### src/rtl/fifo_p_depth.sv
// fifo_p_depth: parametrised PipeIn-to-PipeIn FIFO with optional same-cycle
// bypass when empty. Pointers carry an extra wrap bit so that full and empty
// can be told apart. Occupancy and almost_full depend only on registered
// pointers.
module fifo_p_depth #(
  parameter int width  = 32,
  parameter int depth  = 4,
  parameter int afull  = 3,
  parameter int bypass = 0
) (
  input  logic                     CLK,
  input  logic                     nRST,
  input  logic                     in_enq__ENA,
  input  logic [width-1:0]         in_enq_v,
  output logic                     in_enq__RDY,
  output logic                     out_enq__ENA,
  output logic [width-1:0]         out_enq_v,
  input  logic                     out_enq__RDY,
  output logic [$clog2(depth):0]   count,
  output logic                     almost_full
);

  localparam int aw = $clog2(depth);
  localparam logic [aw:0] ptr_one = (aw+1)'(1);
  localparam logic [aw:0] afull_c = (aw+1)'(afull);
  localparam logic        byp_en  = (bypass != 0);

  logic [width-1:0] mem [depth];
  logic [aw:0]      wr_ptr;
  logic [aw:0]      rd_ptr;
  logic             empty;
  logic             full;
  logic             push;
  logic             byp_beat;
  logic             wr_mem;
  logic             rd_mem;

  // Status, handshake and output data decode from pointers and inputs.
  // A bypassed beat goes straight out and is only stored when the
  // downstream stalls.
  always_comb begin
    empty        = (wr_ptr == rd_ptr);
    full         = (wr_ptr[aw-1:0] == rd_ptr[aw-1:0]) && (wr_ptr[aw] != rd_ptr[aw]);
    in_enq__RDY  = nRST & ~full;
    push         = in_enq__ENA & in_enq__RDY;
    byp_beat     = byp_en & empty & push;
    out_enq__ENA = out_enq__RDY & (~empty | byp_beat);
    out_enq_v    = empty ? in_enq_v : mem[rd_ptr[aw-1:0]];
    rd_mem       = out_enq__ENA & ~empty;
    wr_mem       = push & ~(byp_beat & out_enq__RDY);
    count        = wr_ptr - rd_ptr;
    almost_full  = (count >= afull_c);
  end

  // Pointer registers; reset discards every stored beat.
  always_ff @(posedge CLK or negedge nRST) begin
    if (!nRST) begin
      wr_ptr <= '0;
      rd_ptr <= '0;
    end else begin
      if (wr_mem) wr_ptr <= wr_ptr + ptr_one;
      if (rd_mem) rd_ptr <= rd_ptr + ptr_one;
    end
  end

  // Storage array, intentionally not reset.
  always_ff @(posedge CLK) begin
    if (wr_mem) mem[wr_ptr[aw-1:0]] <= in_enq_v;
  end

endmodule

### config.mk
export PLATFORM = sky130hd
export DESIGN_NAME = fifo_p_depth
export DESIGN_NICKNAME = d
export VERILOG_FILES = /design/src/rtl/fifo_p_depth.sv
export SDC_FILE = /design/constraint.sdc
export NUM_CORES = 1
export LEC_CHECK = 0
export ABC_CLOCK_PERIOD_IN_PS = 3100
export BUFFER_PORTS_ARGS = -buffer_cell sky130_fd_sc_hd__clkbuf_2
export CORE_ASPECT_RATIO = 1.5
export CORE_MARGIN = 10
export CORE_UTILIZATION = 52
export DETAILED_ROUTE_END_ITERATION = 10
export GPL_TIMING_DRIVEN = 1
export PLACE_DENSITY = 0.76
export SLEW_MARGIN = 20
export SYNTH_ARGS = -nofsm -noshare
export SYNTH_HDL_FRONTEND = slang
export SYNTH_SLANG_ARGS = --single-unit
### constraint.sdc
create_clock -name CLK -period 3.1 [get_ports CLK]
set_input_delay 0.775 -clock CLK [delete_from_list [all_inputs] [get_ports CLK]]
set_output_delay 0.775 -clock CLK [all_outputs]
set_load 0.1 [all_outputs]
; ---- After elaboration in Yosys (flattened, before gate mapping)
; Memory sizes are Yosys's and may differ from the RTL's.
; Cells that the tools add are included.
[classes]
div = 0
n_mul = 0
eq_ne = 3
mux = 3
reduce_logical = 1
shifts = 0
add_sub_neg = 3
magnitude_cmp = 1
bitwise_logic = 6
[ops]
columns = cell, count
row1 = $mux 32, 1
row2 = $add 3x1->3 const B, 2
row3 = $and 1x1->1, 4
row4 = $eq 3x3->1, 1
row5 = $ge 3x2->1 const B, 1
row6 = $sub 3x3->3, 1
row7 = $eq 2x2->1, 1
row8 = $mux 1, 2
row9 = $not 1->1, 2
row10 = $logic_and 1x1->1, 1
row11 = $ne 1x1->1, 1
[totals]
n_memories = 1
regBits = 6
rom_bits = 0
inputBits = 36
mem_bits_rw = 128
latch_bits = 0
word_cells = 20
[mem_list]
columns = name, depth, word_bits, rd, rd_clocked_by_memory_dff, write_ports, line_no
row1 = mem, 4, 32, 1, 0, 1, 28  ; logic [width-1:0] mem [depth];

; ---- Depth between registers and ports, before layout
[depth]
depth_word = 7
mapped_depth = 8
ltp_nobuf = 6

; ---- Worst setup path after synthesis
; No wires, ideal clock.
[synth_path]
path_kind = register -> output
from = reg rd_ptr[1]
to = out almost_full
required_time_ps = 2325
path_stages_with_launch = 7
arrival_time_ps = 3654
setup_slack_ps = -1329
n_path_buf = 2
path_cell_list = dfrtp_1 -> buf_2 -> clkbuf_1 -> inv_1 -> fa_1 -> xnor2_1 -> a21o_1
[synth_between]
elab_chain_cells = 2
[synth_rtl]
columns = item, line_no
row1 = start: declaration, 30  ; logic [aw:0] rd_ptr;
row2 = start signal: assignment, 62  ; if (rd_mem) rd_ptr <= rd_ptr + ptr_one;
row3 = $sub 3x3->3, 51  ; count = wr_ptr - rd_ptr;
row4 = via count[2], 19  ; output logic [$clog2(depth):0] count,
row5 = $ge 3x2->1, 52  ; almost_full = (count >= afull_c);
row6 = end: declaration, 20  ; output logic almost_full
; The timed path passes the listed nets, and every way through them passes these cells.

; ---- Final worst setup path
[layout_path]
from = reg wr_ptr[0]
to = out out_enq_v[30]
[layout_between]
elab_chain_cells = 2
[layout_rtl]
columns = item, line_no
row1 = start: declaration, 29  ; logic [aw:0] wr_ptr;
row2 = start signal: assignment, 61  ; if (wr_mem) wr_ptr <= wr_ptr + ptr_one;
row3 = $eq 3x3->1, 42  ; empty = (wr_ptr == rd_ptr);
row4 = $mux 32, 48  ; out_enq_v = empty ? in_enq_v : mem[rd_ptr[aw-1:0]];
row5 = end: declaration, 17  ; output logic [width-1:0] out_enq_v,
; No other way between the ends.

==> impl_metrics.py <==
metrics = {
    "status": {
        "outcome": "finished, final reports clean",
    },
    "timing": {
        "timing.fmax_mhz": 328.1,
        "slew_headroom": 0.6397,
        "final-hold-violation-count": 0,
        "setup_viol": 0,
        "clock_skew_ps": 8.450,
        "period_minus_slack_ps": 3048,
        "finalCritPeriodShare": 0.9833,
        "worstMarginPinSlew_ps": 542.8,
        "final-max-slew-violation-count": 0,
        "setup_slack_ps": 51.85,
    },
    "logic_synthesis": {
        "syn_avg_cell_area_um2": 23.11,
        "yosys_register_bits": 134,
        "synth_area_mm2": 0.005662,
        "ys_types": 23,
        "yosysWarningCount": 0,
        "ys_seq_area_frac": 0.7054,
        "synth_cells": 245,
        "synth_nets": 289,
    },
    "worst_setup_path": {
        "required_ps": 2320,
        "slowest_stage": "dfrtp_1",
        "worstReg2RegStart": "rd_ptr[1]",
        "worstReg2RegEnd": "mem[2][5]",
        "end_kind": "output pin",
        "crit_path_start_kind": "register",
        "critPathKind": "reg2out",
        "critPathMaxStageDelay_ps": 390,
        "r2r_cells": 6,
        "crit_buf_inv": 4,
        "crit_top_cell": "buf_12",
        "r2r_setup_slack_ps": 980,
        "path_cells": "inv_2 > ha_4 > nand2_2 > nor2_4 > buf_12 > clkbuf_16 > mux2_4 > buf_12",
        "critPathTopFamily": "buffers and inverters",
        "crit_arrival_ps": 2270,
        "worstPathMaxFanout": 7,
    },
    "detailed_routing": {
        "viasPerCell": 5.479,
        "ant_nets": 0,
        "via_count": 2778,
        "drc": 0,
        "drtIter0Drc": 149,
        "avgRoutedWirePerCell_um": 22.86,
        "totalWireLength_um": 11590,
        "dr.pass1.iters": 4,
    },
    "global_route": {
        "grt_overflow": 0,
        "track_usage": 0.1443,
        "grt_pass1_wl_um": 17100,
        "antenna_found_initial": 0,
        "grt_pass1_vias": 3058,
        "met2_usage": 0.2500,
        "top_usage_layer": "met2",
        "grt_max_degree": 35,
        "grt_use_met3": 0.04787,
        "gr-usage-met1": 0.1585,
    },
    "clock_tree": {
        "clkTransAtPathRegs_ps": 60,
        "clk_latency_ps": 410,
        "cts_buffers": 17,
        "cts_tree": "yes",
        "cts-root-buf": "clkbuf_16",
        "clk_path_buf_depth": 2,
        "cts_max_level": 4,
        "cts_sinks": 134,
    },
    "final_layout": {
        "final_common_cell": "edfxtp_1",
        "area_growth_pct": 35.29,
        "n_antenna_cell": 0,
        "fillers": 609,
        "fin_area_mm2": 0.007660,
        "drive_above_1_share": 0.5096,
        "final_cell_mix": "edfxtp_1, buf_12, clkbuf_2",
        "nNetsFinal": 394,
    },
    "run": {
        "maxCapViolations": 0,
    },
    "die": {
        "initial_utilization": 0.5346,
        "ios": 74,
        "coreArea_mm2": 0.01059,
        "die_w_um": 105.2,
        "die_h_um": 147.8,
        "dieArea_mm2": 0.01555,
        "std_cell_rows": 46,
    },
    "placed_design": {
        "place_hpwl_um": 7050,
        "post_dp_cell_area_mm2": 0.006843,
        "gp_congestion": 0.7606,
        "place_ws_ps": 281.4,
        "io_buffers": 73,
    },
    "min_path": {
        "hold_path_class": "in2async",
    },
}
## timing repair
| action | in CTS | in global routing |
|---|---|---|
| setup endpoints to repair | 32 | 32 |
| pin swaps | 0 | 3 |
| buffers inserted | 0 | 7 |
| hold buffers | 0 | 0 |
| cloned | 0 | 4 |
| resized for setup | 5 | 6 |
## flip-flops by register name, indices dropped and copies added, names as in the netlist
signal	flops
wr_ptr	3
mem	128
rd_ptr	3
## stage by stage
step           setup TNS, ps  std cells  hold slack [ps]  utilization
4_1_cts                    0        496            193.2       0.7071
3_3_place_gp               0        464            508.1       0.6461
6_report                   0        507            203.3       0.7233
3_5_place_dp               0        464            532.8       0.6461
5_1_grt               -163.6        507            192.8       0.7233
2_1_floorplan         -329.5        245            479.4            -
## metal layers
layer / share of wire / wire length (um)
met5: 0 / 0
met4: 0.013 / 155
met3: 0.048 / 555
met2: 0.56 / 6517
met1: 0.38 / 4360
## kinds of logic after synthesis
family                   after synthesis  synth area share
AO/OA/AOI/OAI                          6          0.006851
XOR/XNOR                               6           0.01061
adder cells (fa/ha/maj)                8           0.01900
buffers and inverters                 18           0.02144
flip-flops                           134            0.7054
multiplexers                          66            0.2301
AND/OR/NAND/NOR                        7          0.006631
## final cells by class
| cell class | instances | area [um2] | area share |
|---|---|---|---|
| inverters | 7 | 26.28 | 0.003430 |
| flip-flops and latches | 134 | 3996 | 0.5217 |
| clock inverters | 13 | 183.9 | 0.02401 |
| repair buffers | 97 | 1215 | 0.1586 |
| well taps | 144 | 180.2 | 0.02352 |
| multi-input cells | 93 | 1625 | 0.2122 |
| clock buffers | 19 | 432.9 | 0.05652 |
## how the worst max path moves through the flow
stage / from / endpoint / slack (ps) / cells past startpoint
2_1_floorplan: rd_ptr[1] / almost_full / -330 / 6
6_report: wr_ptr[0] / out_enq_v[30] / 50 / 8
3_5_place_dp: wr_ptr[0] / out_enq_v[20] / 280 / 7
3_3_place_gp: wr_ptr[0] / out_enq_v[15] / 380 / 7
4_1_cts: wr_ptr[0] / out_enq_v[31] / 3 / 7
5_1_grt: wr_ptr[0] / out_enq_v[26] / -20 / 8
## worst register-to-register path, cell delays in order, from the launching register on
cell and delay (ps):
dfrtp_1 380, inv_1 150, ha_4 230, buf_4 150, a31oi_1 350, and2_2 260, buf_4 270
## synthesized netlist by cell type
master      n  share of area
dfrtp_1     6          0.027
mux2_2      4         0.0080
a21o_1      1         0.0013
mux4_1     23           0.11
buf_2       1        0.00088
nand3_1     1        0.00088
mux4_2      9          0.036
nor2_2      1         0.0011
a31oi_1     3         0.0033
mux2_4     30          0.080
ha_1        7          0.015
nand2_1     2         0.0013
o21ai_1     1        0.00088
buf_6       7          0.014
fa_1        1         0.0035
xor2_1      1         0.0015
xor2_2      1         0.0029
edfxtp_1  128           0.68
clkbuf_1    3         0.0020
o211ai_1    1         0.0013
and2_1      3         0.0033
inv_1       7         0.0046
xnor2_1     4         0.0062
Power is left out: the tool's default activity adds up to more than one toggle a clock period on the data nets, which glitch-free logic cannot reach.
